### src/rtl/dec_pkg.sv
// Shared types and elaboration helpers for the one-hot decoder.
// SCAN is always part of the state encoding. Only builds with DEC_SCAN_EN can reach it.
package dec_pkg;

    typedef enum logic [1:0] {
        IDLE = 2'd0,
        HOLD = 2'd1,
        SCAN = 2'd2
    } dec_state_e;

    // Bits needed to hold 0..n-1, never less than one bit.
    function automatic int clog2_min1(input int n);
        int w;
        w = 0;
        while ((1 << w) < n) w = w + 1;
        return (w < 1) ? 1 : w;
    endfunction

    // Legal parameter combination: 2 <= num_out <= 2**in_w and hold_cyc >= 1.
    function automatic bit params_ok(input int in_w, input int num_out, input int hold_cyc);
        return (num_out >= 2) && (num_out <= (1 << in_w)) && (hold_cyc >= 1);
    endfunction

endpackage

### src/rtl/dec_hold_cnt.sv
// Loadable down-counter with a zero flag. It times how long each decoded output is held.
// Once it reaches zero it stays there until the next load.
module dec_hold_cnt
    import dec_pkg::*;
#(
    parameter int W = 1
) (
    input  logic         clk,
    input  logic         rst,
    input  logic         load,
    input  logic [W-1:0] load_val,
    output logic         zero
);

    logic [W-1:0] cnt;

    // Reload on request, otherwise count down and stop at zero.
    always_ff @(posedge clk or posedge rst) begin
        if (rst) begin
            cnt <= '0;
        end else if (load) begin
            cnt <= load_val;
        end else if (cnt != '0) begin
            cnt <= cnt - 1'b1;
        end
    end

    assign zero = (cnt == '0);

endmodule

### src/rtl/seq_onehot_decoder.sv
// Registered binary-to-one-hot decoder with a valid/ready input and a programmable hold time.
// Codes at or above NUM_OUT do not select an output. They raise a 1-cycle err pulse instead.
// Optional feature macro: DEC_SCAN_EN adds scan_req/scan_done and an auto-scan of all outputs.
//
// Handshake: a code is accepted on a rising clk edge when in_valid && in_ready.
// in_ready depends only on the state and is never derived from in_valid.
// in_sel is sampled only at the accept edge.
module seq_onehot_decoder
    import dec_pkg::*;
#(
    parameter int IN_W     = 3,
    parameter int NUM_OUT  = 8,
    parameter int HOLD_CYC = 1
) (
    input  logic               clk,
    input  logic               rst,
    input  logic               in_valid,
    output logic               in_ready,
    input  logic [IN_W-1:0]    in_sel,
    output logic [NUM_OUT-1:0] out_onehot,
    output logic               out_valid,
    output logic               err,
`ifdef DEC_SCAN_EN
    input  logic               scan_req,
    output logic               scan_done,
`endif
    output dec_state_e         dbg_state
);

    localparam int CW = clog2_min1(HOLD_CYC);
    localparam logic [CW-1:0]      RELOAD    = CW'(HOLD_CYC - 1);
    localparam logic [IN_W:0]      NUM_OUT_C = (IN_W + 1)'(NUM_OUT);
    localparam logic [NUM_OUT-1:0] ONE       = NUM_OUT'(1);

    if (!params_ok(IN_W, NUM_OUT, HOLD_CYC)) begin : g_param_err
        $error("seq_onehot_decoder: illegal IN_W/NUM_OUT/HOLD_CYC combination");
    end

    dec_state_e        state;
    logic              accept;
    logic              legal;
    logic              zero;
    logic              load;
    logic [NUM_OUT-1:0] sel_onehot;

`ifdef DEC_SCAN_EN
    localparam logic [IN_W-1:0] LAST = IN_W'(NUM_OUT - 1);
    logic [IN_W-1:0] idx;
    logic            scan_start;
    logic            scan_step;
    assign scan_start = (state == IDLE) && !in_valid && scan_req;
    assign scan_step  = (state == SCAN) && zero && (idx != LAST);
`endif

    // in_ready is held low during reset and while a code or a scan step is still being held.
    always_comb begin
        in_ready = 1'b0;
        if (!rst) begin
            case (state)
                IDLE:    in_ready = 1'b1;
                HOLD:    in_ready = zero;
                default: in_ready = 1'b0;
            endcase
        end
    end

    assign accept     = in_valid && in_ready;
    assign legal      = ({1'b0, in_sel} < NUM_OUT_C);
    assign sel_onehot = ONE << in_sel;

    // The hold timer restarts whenever a new output pattern is loaded.
`ifdef DEC_SCAN_EN
    assign load = (accept && legal) || scan_start || scan_step;
`else
    assign load = accept && legal;
`endif

    dec_hold_cnt #(.W(CW)) u_hold_cnt (
        .clk      (clk),
        .rst      (rst),
        .load     (load),
        .load_val (RELOAD),
        .zero     (zero)
    );

    // Control FSM with registered one-hot, err and scan_done outputs.
    always_ff @(posedge clk or posedge rst) begin
        if (rst) begin
            state      <= IDLE;
            out_onehot <= '0;
            err        <= 1'b0;
`ifdef DEC_SCAN_EN
            scan_done  <= 1'b0;
            idx        <= '0;
`endif
        end else begin
            err <= 1'b0;
`ifdef DEC_SCAN_EN
            scan_done <= 1'b0;
`endif
            case (state)
                IDLE: begin
                    if (accept) begin
                        if (legal) begin
                            out_onehot <= sel_onehot;
                            state      <= HOLD;
                        end else begin
                            err <= 1'b1;
                        end
`ifdef DEC_SCAN_EN
                    end else if (scan_req) begin
                        out_onehot <= ONE;
                        idx        <= '0;
                        state      <= SCAN;
`endif
                    end
                end
                HOLD: begin
                    if (zero) begin
                        if (accept && legal) begin
                            // Back-to-back code: switch directly with no idle gap.
                            out_onehot <= sel_onehot;
                        end else begin
                            out_onehot <= '0;
                            err        <= accept;
                            state      <= IDLE;
                        end
                    end
                end
`ifdef DEC_SCAN_EN
                SCAN: begin
                    if (zero) begin
                        if (idx == LAST) begin
                            out_onehot <= '0;
                            scan_done  <= 1'b1;
                            state      <= IDLE;
                        end else begin
                            out_onehot <= out_onehot << 1;
                            idx        <= idx + 1'b1;
                        end
                    end
                end
`endif
                default: begin
                    out_onehot <= '0;
                    state      <= IDLE;
                end
            endcase
        end
    end

    assign out_valid = |out_onehot;
    assign dbg_state = state;

endmodule

### config.mk
export PLATFORM = sky130hd
export DESIGN_NAME = seq_onehot_decoder
export DESIGN_NICKNAME = d
export VERILOG_FILES = /design/src/rtl/dec_pkg.sv /design/src/rtl/dec_hold_cnt.sv /design/src/rtl/seq_onehot_decoder.sv
export SDC_FILE = /design/constraint.sdc
export NUM_CORES = 1
export LEC_CHECK = 0
export ABC_AREA = 1
export BUFFER_PORTS_ARGS = -buffer_cell sky130_fd_sc_hd__buf_2
export CORE_UTILIZATION = 30
export CTS_BUF_LIST = sky130_fd_sc_hd__clkbuf_4
export DETAILED_ROUTE_END_ITERATION = 6
export SYNTH_ARGS = -nofsm -noshare
export SYNTH_HDL_FRONTEND = slang
export SYNTH_HIERARCHICAL = 1
export SYNTH_SLANG_ARGS = --single-unit
### constraint.sdc
create_clock -name clk -period 1.3 [get_ports clk]
set_input_delay 0.13 -clock clk [delete_from_list [all_inputs] [get_ports clk]]
set_output_delay 0.13 -clock clk [all_outputs]
set_load 0.02 [all_outputs]
==> impl_metrics.json, run 1 <==
{
  "htree_levels": 1,
  "chipWidth_um": 44.30,
  "first_global_vias": 440,
  "holdPathEnd": "out_onehot[0]$_DFFE_PP0P_",
  "drt_wl_total_um": 984,
  "fin_skew_ns": 0.001225,
  "hold_path_depth": 4,
  "drive_above_1_share_pct": 29.79,
  "dpl.hpwl_um": 832.1,
  "drcViolationCount": 0,
  "hold-worst-slack_ns": 0.1880,
  "rrSetupSlack_ns": 0.32,
  "mostFrequentLayoutCells": "nand2_1, buf_2, nor2_1, dfrtp_1, nand3_1",
  "wl_per_cell_um": 8.339,
  "cts_made_buffers": 3,
  "slew_violations": 0,
  "syn_inst": 71,
  "clock_path_buffers": 2,
  "gp_congestion": 0.6784,
  "cp_slowest_cell": "dfrtp_1",
  "worstHoldStart": "in_sel[2]",
  "cts.sinks": 10,
  "dieHeight_um": 44.30,
  "via_per_inst": 4.203,
  "start_util_pct": 33.67,
  "tritoncts": "yes",
  "rsz0062_at_grt": "no",
  "vias": 496,
  "register_area_um2": 250.2,
  "yosys_warnings": 6,
  "cts-hold-fix-buffers": 2,
  "final_hold_viol_count": 0,
  "r2r_cells": 6,
  "worst_ep_required_time_ns": 1.17,
  "core_um2": 1594,
  "antenna_cells": 0,
  "grt_overflow": 0,
  "setup.worst_path.class": "flip-flop to output port",
  "path_buf_inv": 4,
  "multiInputGateArea_um2": 241.5,
  "maxCapViolCount": 0,
  "start_kind": "flip-flop",
  "cp.arrival_ns": 1.07,
  "fp.dieArea_um2": 1962,
  "cp-end-kind": "output port",
  "crit_path_cell_trace": "inv_1 > inv_2 > nand2_4 > nand2_4 > inv_2 > buf_2",
  "post-cts-setup-buffer-count": 0,
  "fin_nets": 101,
  "crit_start": "u_hold_cnt/cnt$_DFF_PP0_",
  "gr-usage-all-layers_pct": 12.68,
  "io_pins": 19,
  "synth_area_um2": 536.8,
  "ir_worst_vdd_v": 0.0004647,
  "drtIter0Drc": 11,
  "cp_max_fo": 3,
  "port_buffers": 16,
  "finalSetupViolations": 0,
  "synth-seq-cells": 10,
  "post-route-min-period_ns": 1.201,
  "crit_family": "flip-flops",
  "root_buffer": "clkbuf_4",
  "path_clk_slew_ns": 0.06,
  "antenna_found_initial": 0,
  "outcome": "completed",
  "synthDistinctLibCells": 12,
  "yosysSeqAreaShare_pct": 46.62,
  "grt_max_degree": 10,
  "clock_latency_ns": 0.26,
  "rows": 14,
  "antenna_left": 0,
  "finalSetupTns_ns": 0,
  "r2r-end": "out_onehot[6]$_DFFE_PP0P_",
  "cp_num_cells": 6,
  "critical_path.max_stage_delay_ns": 0.36,
  "fillers": 174,
  "final_common_cell": "nand2_1",
  "grt_pass1_wl_um": 1752,
  "pwr_density_cell_nw_per_um2": 1005,
  "hp-class": "input port to flip-flop",
  "drt-pass1-iter-count": 4,
  "avgSynthCellArea_um2": 7.560,
  "r2r-start": "u_hold_cnt/cnt$_DFF_PP0_",
  "max_freq_mhz": 832.9,
  "fin_crit_sh_pct": 92.36,
  "synthToLayoutAreaGrowth_pct": 29.14,
  "cts_resized": 0,
  "leakage_nw": 0.4430
}
[cell families (layout without fill, tap and decap cells)]
kind of cell,count (synthesis),count (layout),share of synthesized area [%]
other,1,3,0.6986
AND/OR/NAND/NOR,48,48,42.89
buffers and inverters,12,33,9.788
flip-flops,10,10,46.62
[worst register-to-register path: cells and delay by family (launching register included)]
family,cells,cell delay (ns)
flip-flops,1,0.36
buffers and inverters,2,0.13
AND/OR/NAND/NOR,4,0.39
[routing by layer]
metal	up-vias	track usage, %	wire [um]	share of wire, %
li1	258	-	-	-
met1	220	15.38	481	49
met2	16	19.12	447	45
met3	2	3.673	34	3.5
met4	0	9.091	21	2.1
met5	-	0	0	0
[how the worst max path moves through the flow]
stage	slack (ns)	end
3_3_place_gp	0.34	out_onehot[6]$_DFFE_PP0P_
5_1_grt	0.03	in_ready
3_5_place_dp	0.32	out_onehot[6]$_DFFE_PP0P_
2_1_floorplan	0.32	out_onehot[0]$_DFFE_PP0P_
4_1_cts	0.09	in_ready
6_report	0.1	in_ready
[Yosys cell counts, drive strengths merged]
library cell / count / area, um^2
nor2: 13 / 65.06
nand3: 9 / 50.05
nand4: 1 / 6.260
buf: 2 / 15.01
conb: 1 / 3.750
nand2: 25 / 108.9
inv: 10 / 37.53
dfrtp: 10 / 250.2
[registers in the layout (all words and copies together), names as in the netlist]
signal / flops
out_onehot: 8
dbg_state: 1
u_hold_cnt/cnt: 1
[final cells by class]
| class | count | share of cell area [%] |
|---|---|---|
| Tap cell | 24 | 4.332 |
| Sequential cell | 10 | 36.10 |
| Multi-Input combinational cell | 51 | 34.84 |
| Inverter | 10 | 5.415 |
| Clock inverter | 1 | 0.5415 |
| Timing Repair Buffer | 19 | 15.52 |
| Clock buffer | 3 | 3.249 |
[metrics by stage]
step	setup slack (ns)	std cells	total power, mW	util [%]	cell area (um^2)
3_3_place_gp	0.3412	112	0.4881	40.58	646.9
5_1_grt	0.03421	118	0.7449	43.49	693.2
4_1_cts	0.08855	118	0.7075	43.49	693.2
3_5_place_dp	0.3180	112	0.4906	40.58	646.9
6_report	0.09938	118	0.6969	43.49	693.2
2_1_floorplan	0.3181	73	0.4456	-	544.3
[power breakdown]
part | leakage [nW] | switching, mW | internal, mW | total (mW)
clock | 0.0154 | 0.0991 | 0.111 | 0.210
combinational | 0.292 | 0.0985 | 0.0501 | 0.149
sequential | 0.136 | 0.0119 | 0.327 | 0.339
total | 0.443 | 0.210 | 0.487 | 0.697
Power figures use the tool's default switching activity.
==> run 2: changes to the inputs <==
Settings changed: MAX_ROUTING_LAYER from default to met4.
==> impl_metrics.json, run 2 (synthesis gave the netlist of run 1 again) <==
{
  "cts.sinks": 10,
  "antenna_found_initial": 0,
  "drtIter0Drc": 11,
  "fin_nets": 101,
  "post-route-util_pct": 43.49,
  "final_hold_viol_count": 0,
  "use_met1_pct": 15.38,
  "io_pins": 19,
  "maxCapViolCount": 0,
  "synthToLayoutAreaGrowth_pct": 29.14,
  "largest_register_ffs": 8,
  "final_common_cell": "nand2_1",
  "clkPwrFrac_pct": 30.1,
  "clock_latency_ns": 0.26,
  "rsz0062_at_grt": "no",
  "cp-end-kind": "output port",
  "p_sw_mw": 0.2097,
  "root_buffer": "clkbuf_4",
  "drt_wl_total_um": 983,
  "r2r_cells": 6,
  "chipWidth_um": 44.30,
  "max_freq_mhz": 832.7,
  "antenna_left": 0,
  "antenna_cells": 0,
  "cp_max_fo": 3,
  "use_met2_pct": 19.12,
  "drcViolationCount": 0,
  "cp_slowest_cell": "dfrtp_1",
  "grt_pass1_wl_um": 1752,
  "cts_resized": 0,
  "rrSetupSlack_ns": 0.32,
  "crit_path_cell_trace": "inv_1 > inv_2 > nand2_4 > nand2_4 > inv_2 > buf_2",
  "path_clk_slew_ns": 0.06,
  "htree_levels": 1,
  "critical_path.max_stage_delay_ns": 0.36,
  "finalSetupViolations": 0,
  "cp.arrival_ns": 1.07,
  "drive_above_1_share_pct": 29.79,
  "grtUsageMet3_pct": 3.673,
  "hold_path_depth": 4,
  "pwr_density_cell_nw_per_um2": 1006,
  "slew_violations": 0,
  "via_per_inst": 4.203,
  "leakage_nw": 0.4430,
  "dpl.hpwl_um": 832.1,
  "p_seq_share_pct": 48.6,
  "post-route-min-period_ns": 1.201,
  "p_sw_share_pct": 30.08,
  "hp-class": "input port to flip-flop",
  "wl_per_cell_um": 8.331,
  "rows": 14,
  "cts-hold-fix-buffers": 2,
  "port_buffers": 16,
  "setup.worst_path.class": "flip-flop to output port",
  "first_global_vias": 439,
  "grt_busiest_layer": "met2",
  "combPwrFrac_pct": 21.3,
  "start_kind": "flip-flop",
  "p_int_mw": 0.4874,
  "cts_made_buffers": 3,
  "gr-usage-all-layers_pct": 13.07,
  "start_util_pct": 33.67,
  "dieHeight_um": 44.30,
  "clock_path_buffers": 2,
  "fin_skew_ns": 0.001223,
  "tritoncts": "yes",
  "top_register": "out_onehot",
  "fp.dieArea_um2": 1962,
  "gp_congestion": 0.6853,
  "grt_max_degree": 10,
  "outcome": "completed",
  "drt-pass1-iter-count": 4,
  "finalSetupTns_ns": 0,
  "mostFrequentLayoutCells": "nand2_1, buf_2, nor2_1, dfrtp_1, nand3_1",
  "grt_overflow": 0,
  "core_um2": 1594,
  "ir_worst_vdd_v": 0.0004647,
  "fillers": 174,
  "vias": 496,
  "fin_crit_sh_pct": 92.37,
  "post-cts-setup-buffer-count": 0,
  "worst_ep_required_time_ns": 1.17
}
-- run 2: worst paths after layout --
check                                            endpoint                      start
worst max-delay path                             in_ready   u_hold_cnt/cnt$_DFF_PP0_
worst min-delay path            out_onehot[0]$_DFFE_PP0P_                  in_sel[2]
worst max register to register  out_onehot[6]$_DFFE_PP0P_   u_hold_cnt/cnt$_DFF_PP0_
worst min register to register  out_onehot[2]$_DFFE_PP0P_  out_onehot[2]$_DFFE_PP0P_
max in group asynchronous       out_onehot[4]$_DFFE_PP0P_                        rst
min in group asynchronous        u_hold_cnt/cnt$_DFF_PP0_                        rst
-- run 2: layout make-up --
type	count	area, um^2	share of cell area [%]
Sequential cell	10	250.2	36.10
Multi-Input combinational cell	51	241.5	34.84
Timing Repair Buffer	19	107.6	15.52
Inverter	10	37.54	5.415
Tap cell	24	30.03	4.332
Clock buffer	3	22.52	3.249
Clock inverter	1	3.754	0.5415
-- run 2: power by group through the flow --
stage	Combinational, mW	Clock (mW)	Sequential, mW
after global placement	0.144	0	0.344
after detailed placement	0.146	0	0.345
final	0.149	0.210	0.339
after CTS	0.151	0.218	0.339
after floorplan	0.0842	0	0.361
after global routing	0.167	0.238	0.340
-- run 2: routing by layer --
layer / wire length, um / vias up
li1: - / 258
met1: 481 / 220
met2: 447 / 16
met3: 33 / 2
met4: 21 / 0
met5: 0 / -
-- run 2: through the flow --
stage | power, mW | setup WS (ns) | hold WS [ns] | std cells | cell area, um^2
after floorplan | 0.4456 | 0.3181 | -0.1413 | 73 | 544.3
after global placement | 0.4881 | 0.3412 | -0.02027 | 112 | 646.9
after detailed placement | 0.4906 | 0.3180 | -0.01590 | 112 | 646.9
after CTS | 0.7075 | 0.08855 | 0.1818 | 118 | 693.2
after global routing | 0.7449 | 0.03421 | 0.2096 | 118 | 693.2
final | 0.6971 | 0.09914 | 0.1878 | 118 | 693.2
-- run 2: worst max-delay path: cells and delay by family, from the launching register on --
kind | cells | cell delay [ns]
and+or+nand+nor | 2 | 0.14
DFF | 1 | 0.36
buffers and inverters | 4 | 0.32
